### src/rtl/vend_pkg.sv
// vend_pkg: coin encodings, coin values, FSM states and coin value lookup for the vending controller
package vend_pkg;
  localparam logic [1:0] COIN_5 = 2'd0, COIN_10 = 2'd1, COIN_25 = 2'd2, COIN_BAD = 2'd3;
  localparam int VAL_5 = 5, VAL_10 = 10, VAL_25 = 25;
  typedef enum logic [1:0] {IDLE, CREDIT, VEND, CHANGE} state_t;
  function automatic logic [7:0] coin_value(input logic [1:0] t);
    return t == COIN_5 ? 8'(VAL_5) : t == COIN_10 ? 8'(VAL_10) : t == COIN_25 ? 8'(VAL_25) : 8'd0;
  endfunction
endpackage

### src/rtl/vend_if.sv
// vend_if: coin/keypad strobes in, credit/dispense/change actuator outputs; master drives strobes, slave is the controller
interface vend_if #(parameter int CREDIT_W = 8);
  logic coin_valid;
  logic [1:0] coin_type;
  logic sel_valid;
  logic [1:0] sel_item;
  logic cancel;
  logic [CREDIT_W-1:0] credit;
  logic coin_reject;
  logic sel_denied;
  logic dispense;
  logic [1:0] dispense_item;
  logic change_valid;
  logic [1:0] change_coin;
  logic busy;
  modport master(
    output coin_valid, coin_type, sel_valid, sel_item, cancel,
    input credit, coin_reject, sel_denied, dispense, dispense_item, change_valid, change_coin, busy
  );
  modport slave(
    input coin_valid, coin_type, sel_valid, sel_item, cancel,
    output credit, coin_reject, sel_denied, dispense, dispense_item, change_valid, change_coin, busy
  );
endinterface

### src/rtl/vend_change_sel.sv
// vend_change_sel: greedy change picker; credit in, largest coin type <= credit and its value out
module vend_change_sel import vend_pkg::*; #(
  parameter int CREDIT_W = 8
) (
  input  logic [CREDIT_W-1:0] credit,
  output logic [1:0]          coin,
  output logic [CREDIT_W-1:0] value
);
  assign coin = credit >= CREDIT_W'(VAL_25) ? COIN_25 : credit >= CREDIT_W'(VAL_10) ? COIN_10 : COIN_5;
  assign value = CREDIT_W'(coin_value(coin));
endmodule

### src/rtl/vend_ctrl.sv
// vend_ctrl: vending sequencer; clk, rst_n (async low), bus = coin/select/cancel strobes in, registered credit/pulse/change outputs
module vend_ctrl import vend_pkg::*; #(
  parameter int PRICE0     = 25,
  parameter int PRICE1     = 35,
  parameter int PRICE2     = 50,
  parameter int PRICE3     = 65,
  parameter int MAX_CREDIT = 100,
  parameter int CREDIT_W   = 8
) (
  input logic clk,
  input logic rst_n,
  vend_if.slave bus
);
  state_t state, state_n;
  logic [CREDIT_W-1:0] credit, credit_n, price, sum, chg_val;
  logic [1:0] chg_coin, item, item_n, coin, coin_n;
  logic rej, rej_n, den, den_n, disp, disp_n, chg, chg_n, busy, busy_n, give;
  vend_change_sel #(.CREDIT_W(CREDIT_W)) u_sel (.credit(credit), .coin(chg_coin), .value(chg_val));
  assign price = CREDIT_W'(bus.sel_item == 2'd0 ? PRICE0 : bus.sel_item == 2'd1 ? PRICE1 :
                           bus.sel_item == 2'd2 ? PRICE2 : PRICE3);
  assign sum = credit + CREDIT_W'(coin_value(bus.coin_type));
  always_comb begin
    state_n = state;
    credit_n = credit;
    rej_n = 1'b0;
    den_n = 1'b0;
    disp_n = 1'b0;
    item_n = 2'd0;
    chg_n = 1'b0;
    coin_n = 2'd0;
    give = 1'b0;
    case (state)
      IDLE, CREDIT: begin
        if (bus.cancel && state == CREDIT) begin
          give = 1'b1;
          rej_n = bus.coin_valid;
        end else if (bus.sel_valid) begin
          rej_n = bus.coin_valid;
          if (credit >= price) begin
            state_n = VEND;
            disp_n = 1'b1;
            item_n = bus.sel_item;
            credit_n = credit - price;
          end else den_n = 1'b1;
        end else if (bus.coin_valid) begin
          if (bus.coin_type == COIN_BAD || sum > CREDIT_W'(MAX_CREDIT)) rej_n = 1'b1;
          else begin
            credit_n = sum;
            state_n = CREDIT;
          end
        end
      end
      default: begin
        rej_n = bus.coin_valid;
        give = credit != '0;
        state_n = IDLE;
      end
    endcase
    // Payout starts on the entry edge so change_valid lines up with the first CHANGE cycle
    if (give) begin
      state_n = CHANGE;
      chg_n = 1'b1;
      coin_n = chg_coin;
      credit_n = credit - chg_val;
    end
  end
  assign busy_n = state_n == VEND || state_n == CHANGE;
  always_ff @(posedge clk or negedge rst_n)
    if (!rst_n) begin
      state <= IDLE;
      credit <= '0;
      rej <= 1'b0;
      den <= 1'b0;
      disp <= 1'b0;
      item <= 2'd0;
      chg <= 1'b0;
      coin <= 2'd0;
      busy <= 1'b0;
    end else begin
      state <= state_n;
      credit <= credit_n;
      rej <= rej_n;
      den <= den_n;
      disp <= disp_n;
      item <= item_n;
      chg <= chg_n;
      coin <= coin_n;
      busy <= busy_n;
    end
  assign bus.credit = credit;
  assign bus.coin_reject = rej;
  assign bus.sel_denied = den;
  assign bus.dispense = disp;
  assign bus.dispense_item = item;
  assign bus.change_valid = chg;
  assign bus.change_coin = coin;
  assign bus.busy = busy;
endmodule

### src/flat_wrapper.sv
// flat-port wrapper written by rule: the top's interface ports become plain ports
module vend_ctrl_flat import vend_pkg::*;
#(
  parameter int PRICE0     = 25,
  parameter int PRICE1     = 35,
  parameter int PRICE2     = 50,
  parameter int PRICE3     = 65,
  parameter int MAX_CREDIT = 100,
  parameter int CREDIT_W   = 8
)
  (clk, rst_n, bus_coin_valid, bus_coin_type, bus_sel_valid, bus_sel_item, bus_cancel, bus_credit, bus_coin_reject, bus_sel_denied, bus_dispense, bus_dispense_item, bus_change_valid, bus_change_coin, bus_busy);
  vend_if #(.CREDIT_W(CREDIT_W)) bus_i ();
  input logic clk;
  input logic rst_n;
  input wire logic [$bits(bus_i.coin_valid)-1:0] bus_coin_valid;
  input wire logic [$bits(bus_i.coin_type)-1:0] bus_coin_type;
  input wire logic [$bits(bus_i.sel_valid)-1:0] bus_sel_valid;
  input wire logic [$bits(bus_i.sel_item)-1:0] bus_sel_item;
  input wire logic [$bits(bus_i.cancel)-1:0] bus_cancel;
  output wire logic [$bits(bus_i.credit)-1:0] bus_credit;
  output wire logic [$bits(bus_i.coin_reject)-1:0] bus_coin_reject;
  output wire logic [$bits(bus_i.sel_denied)-1:0] bus_sel_denied;
  output wire logic [$bits(bus_i.dispense)-1:0] bus_dispense;
  output wire logic [$bits(bus_i.dispense_item)-1:0] bus_dispense_item;
  output wire logic [$bits(bus_i.change_valid)-1:0] bus_change_valid;
  output wire logic [$bits(bus_i.change_coin)-1:0] bus_change_coin;
  output wire logic [$bits(bus_i.busy)-1:0] bus_busy;
  assign bus_i.coin_valid = bus_coin_valid;
  assign bus_i.coin_type = bus_coin_type;
  assign bus_i.sel_valid = bus_sel_valid;
  assign bus_i.sel_item = bus_sel_item;
  assign bus_i.cancel = bus_cancel;
  assign bus_credit = bus_i.credit;
  assign bus_coin_reject = bus_i.coin_reject;
  assign bus_sel_denied = bus_i.sel_denied;
  assign bus_dispense = bus_i.dispense;
  assign bus_dispense_item = bus_i.dispense_item;
  assign bus_change_valid = bus_i.change_valid;
  assign bus_change_coin = bus_i.change_coin;
  assign bus_busy = bus_i.busy;
  vend_ctrl #(.PRICE0(PRICE0), .PRICE1(PRICE1), .PRICE2(PRICE2), .PRICE3(PRICE3), .MAX_CREDIT(MAX_CREDIT), .CREDIT_W(CREDIT_W)) u_core (.clk(clk), .rst_n(rst_n), .bus(bus_i));
endmodule
### config.mk
export PLATFORM = sky130hd
export DESIGN_NAME = vend_ctrl_flat
export DESIGN_NICKNAME = d
export VERILOG_FILES = /design/src/rtl/vend_pkg.sv /design/src/rtl/vend_if.sv /design/src/rtl/vend_change_sel.sv /design/src/rtl/vend_ctrl.sv /design/src/flat_wrapper.sv
export SDC_FILE = /design/constraint.sdc
export NUM_CORES = 1
export LEC_CHECK = 0
export CAP_MARGIN = 10
export CORE_AREA = 2 2 100 73
export CTS_BUF_LIST = sky130_fd_sc_hd__clkbuf_8
export DETAILED_ROUTE_END_ITERATION = 6
export DIE_AREA = 0 0 102 75
export PLACE_DENSITY_LB_ADDON = 0.12
export SYNTH_ARGS = -nofsm -noshare
export SYNTH_HDL_FRONTEND = slang
export SYNTH_SLANG_ARGS = --single-unit
### constraint.sdc
create_clock -name clk -period 3 [get_ports clk]
set_clock_uncertainty 0.2 [all_clocks]
set_input_delay 0.6 -clock clk [delete_from_list [all_inputs] [get_ports clk]]
set_output_delay 0.6 -clock clk [all_outputs]
set_load 0.01 [all_outputs]
==> impl_metrics.py <==
metrics = {
    "min_path": {
        "hold-path-cell-count": 1,
        "whs_endpoint": "u_core.state[0]",
        "worst_min_delay_path_category": "flop to flop",
        "min-delay-start": "u_core.state[0]",
    },
    "placed_design": {
        "placed_cells": 394,
        "numPortBuffers": 25,
        "dp_hpwl_um": 4940,
        "dpl_worst_slack_ps": -847,
        "placed_area_um2": 2900,
        "gp_congestion": 0.864,
    },
    "die": {
        "fp.dieH_um": 75,
        "floorplan.initialDensity_pct": 29.4,
        "io-pin-count": 26,
        "die_width_um": 102,
        "die_outline_area_um2": 7650,
        "coreArea_um2": 6630,
        "row_count": 25,
    },
    "cts": {
        "cts_made_buffers": 3,
        "clock_tree_root_driver_cell": "sky130_fd_sc_hd__clkbuf_8",
        "worstSkewPairLatency_ps": 260,
        "clkSlewWorstSetupHoldPaths_ps": 80,
        "clock_tree.htree_level_count": 1,
        "tritoncts": "built",
        "cts-root-to-sink-buffers": 2,
        "cts_sinks": 19,
    },
    "worst_setup_path": {
        "critical_path.reg2reg.startpoint": "u_core.bus.credit[0]",
        "worst_r2r_endpoint": "u_core.bus.credit[3]",
        "worst-r2r-cell-count": 13,
        "timing.critical_path.to_type": "flop",
        "critical_path.startpoint_type": "input port",
        "timing.critical_path.from": "bus_coin_type[1]",
        "timing.reg2reg.setup_slack_ps": -70,
        "timing.critical_path.fanout_max": 5,
        "crit_required_ps": 2950,
        "worst_path_arrival_ps": 3060,
        "critical_path_class": "input port to flop",
    },
    "routing": {
        "drt_pass1_iterations": 4,
        "post-route-drc-count": 0,
        "wire_per_inst_um": 15.2,
        "via_count": 1958,
        "wirelength_um": 6210,
        "drt_first_iter_violations": 115,
        "postRouteAntennaNets": 0,
        "drt-vias-per-instance": 4.79,
    },
    "logic_synthesis": {
        "yosysUniqueCellTypes": 58,
        "postSynth.topFlopCell": "sky130_fd_sc_hd__dfrtp_1",
        "synth-edff-count": 0,
        "mappedNetlistNets": 252,
        "avgSynthCellArea_um2": 8.99,
        "synth_async_sr_flop_share_pct": 100,
        "synth.ff_latch_count": 19,
        "ys_warn_count": 0,
        "cell_area_synth_um2": 1950,
        "synth_sequential_area_ratio_pct": 24.4,
        "number_of_instances_in_the_synthesized_netlist": 217,
    },
    "timing": {
        "drv_slew": 0,
        "setup-violations-final": 6,
        "hold_viol": 0,
        "timing.hold.ws_ps": 387,
        "final_critical_path_setup_slack_ps": -107,
        "grt_setup_unrepaired": "true",
        "fmaxAchievable_ghz": 0.322,
        "slew_headroom_pct": 62.7,
        "fin_crit_sh_pct": 104,
        "final_min_period_ps": 3110,
        "worst_slew_pin_slew_ps": 554,
    },
    "pwr": {
        "power_frac_clock_pct": 5.4,
        "combPwrFrac_pct": 82.0,
        "power_density_nw_per_um2": 1080,
        "netSwitchingPower_w": 0.00147,
        "power.leakage_nw": 1.40,
        "seqPwrFrac_pct": 12.6,
        "worst_ir_drop_vdd_uv": 482,
        "power_switching_share_pct": 42.7,
        "p_int_w": 0.00197,
    },
    "global_routing": {
        "grt_antenna_before_repair": 0,
        "grt_start_max_net_pins": 20,
        "grt_overflow": 0,
        "gr_util_all_layers_pct": 16.7,
        "global_route_wire_length_before_repair_um": 9670,
        "grt_pass1_vias": 1795,
    },
    "run": {
        "maxCapViolations": 0,
    },
    "outcome": {
        "failed_checks": "negative setup slack",
        "outcome": "finished with violations",
    },
    "layout": {
        "filler_instances": 656,
        "area_delta_synth_final_pct": 64.1,
        "post_route_cells_drive_above_1_share_pct": 44.4,
        "antenna-diode-count": 0,
        "layout_cells_excl_fill": 409,
        "final_area_um2": 3200,
        "nets": 351,
        "utilization_pct": 48.3,
    },
}
## cell usage in the layout, fill, tap and decap left out, types with 4 or more instances in the layout
cell / netlist / final
sky130_fd_sc_hd__inv_1: 21 / 12
sky130_fd_sc_hd__o21ai_1: 1 / 4
sky130_fd_sc_hd__ha_4: 0 / 12
sky130_fd_sc_hd__dfrtp_1: 19 / 18
sky130_fd_sc_hd__buf_6: 0 / 9
sky130_fd_sc_hd__o211ai_1: 7 / 7
sky130_fd_sc_hd__ha_1: 23 / 11
sky130_fd_sc_hd__mux2_4: 4 / 4
sky130_fd_sc_hd__buf_4: 2 / 68
sky130_fd_sc_hd__a21o_1: 4 / 4
sky130_fd_sc_hd__clkdlybuf4s50_1: 0 / 21
sky130_fd_sc_hd__nor2_1: 13 / 12
sky130_fd_sc_hd__o21ai_0: 12 / 8
sky130_fd_sc_hd__nand2_1: 27 / 27
sky130_fd_sc_hd__nor3_1: 6 / 5
sky130_fd_sc_hd__a21oi_1: 6 / 5
sky130_fd_sc_hd__inv_2: 0 / 6
## how the worst max path moves through the flow
stage,endpoint,slack (ps)
global route,u_core.bus.credit[1],-160
CTS,u_core.bus.credit[4],-140
detailed placement,u_core.bus.credit[4],-850
global placement,u_core.bus.credit[1],-840
floorplan,u_core.bus.credit[1],-180
finish,u_core.bus.credit[3],-110
## worst max-delay path, stage by stage
cell,delay (ps)
sky130_fd_sc_hd__buf_4,130
sky130_fd_sc_hd__buf_6,120
sky130_fd_sc_hd__ha_4,150
sky130_fd_sc_hd__ha_4,240
sky130_fd_sc_hd__buf_4,150
sky130_fd_sc_hd__and2_4,140
sky130_fd_sc_hd__a22oi_2,180
sky130_fd_sc_hd__o21ai_4,100
sky130_fd_sc_hd__xnor2_2,160
sky130_fd_sc_hd__o311a_4,380
sky130_fd_sc_hd__o31ai_4,250
sky130_fd_sc_hd__buf_6,160
sky130_fd_sc_hd__mux2_4,290
## layer usage
metal,up-vias,GRT usage [%],routed length [µm]
li1,982,-,-
met5,-,0,0
met4,0,2.22,25
met2,51,23.8,2600
met1,921,26.9,3290
met3,4,2.60,292
## synthesized netlist by cell type, types with 4 or more instances
cell                       instances  area, µm²
sky130_fd_sc_hd__o211ai_1          7       52.6
sky130_fd_sc_hd__xor2_1            4       35.0
sky130_fd_sc_hd__a21o_1            4       30.0
sky130_fd_sc_hd__nor3_1            6       30.0
sky130_fd_sc_hd__nor2_1           13       48.8
sky130_fd_sc_hd__nand2_1          27        101
sky130_fd_sc_hd__mux2_4            4       60.1
sky130_fd_sc_hd__dfrtp_1          19        475
sky130_fd_sc_hd__xnor2_1           5       43.8
sky130_fd_sc_hd__inv_1            21       78.8
sky130_fd_sc_hd__ha_1             23        288
sky130_fd_sc_hd__a21oi_1           6       30.0
sky130_fd_sc_hd__o21ai_0          12       60.1
## logic make-up (layout without fill, tap and decap cells)
family                   after synthesis  after routing  synth area share, %
multiplexers                           6              6                 4.11
AND/OR/NAND/NOR                       71             71                 18.8
XOR/XNOR                               9              9                 4.04
flip-flops                            19             19                 24.4
buffers and inverters                 27            125                 5.64
AO/OA/AOI/OAI                         59             59                 25.2
adder cells (fa/ha/maj)               26             26                 17.8
## flip-flops by register name, summed over array words and instances, names as in the netlist
name                      cells
u_core.bus.busy               1
u_core.bus.change_coin        2
u_core.bus.change_valid       1
u_core.bus.coin_reject        1
u_core.bus.credit             8
u_core.bus.dispense           1
u_core.bus.dispense_item      2
u_core.bus.sel_denied         1
u_core.state                  2
## power groups by stage
stage               Clock (W)  Combinational, W  Sequential [W]
finish               0.000185           0.00282        0.000434
global route         0.000202           0.00309        0.000447
CTS                  0.000191           0.00263        0.000428
detailed placement          0           0.00245        0.000439
global placement            0           0.00247        0.000438
floorplan                   0           0.00138        0.000483
## stage by stage
| step | setup TNS [ps] | power, W |
|---|---|---|
| floorplan | -730 | 0.00186 |
| global placement | -10360 | 0.00291 |
| detailed placement | -10350 | 0.00289 |
| CTS | -705 | 0.00325 |
| global route | -851 | 0.00374 |
| finish | -463 | 0.00344 |
## area by class of cell
class / instances / area [µm²] / share of cell area (%)
Sequential cell: 19 / 477 / 14.9
Tap cell: 94 / 118 / 3.67
Clock inverter: 1 / 5.00 / 0.156
Timing Repair Buffer: 100 / 842 / 26.3
Inverter: 21 / 98.8 / 3.09
Clock buffer: 3 / 41.3 / 1.29
Multi-Input combinational cell: 171 / 1620 / 50.6
## what timing repair did
action                                  CTS  global route
hold buffers                              0             0
endpoints found under the hold margin     0             0
resized for setup                        43            22
endpoints found under the setup margin   15            14
pin swaps                                15            21
setup buffers                             6             6
Power figures use the tool's default switching activity.
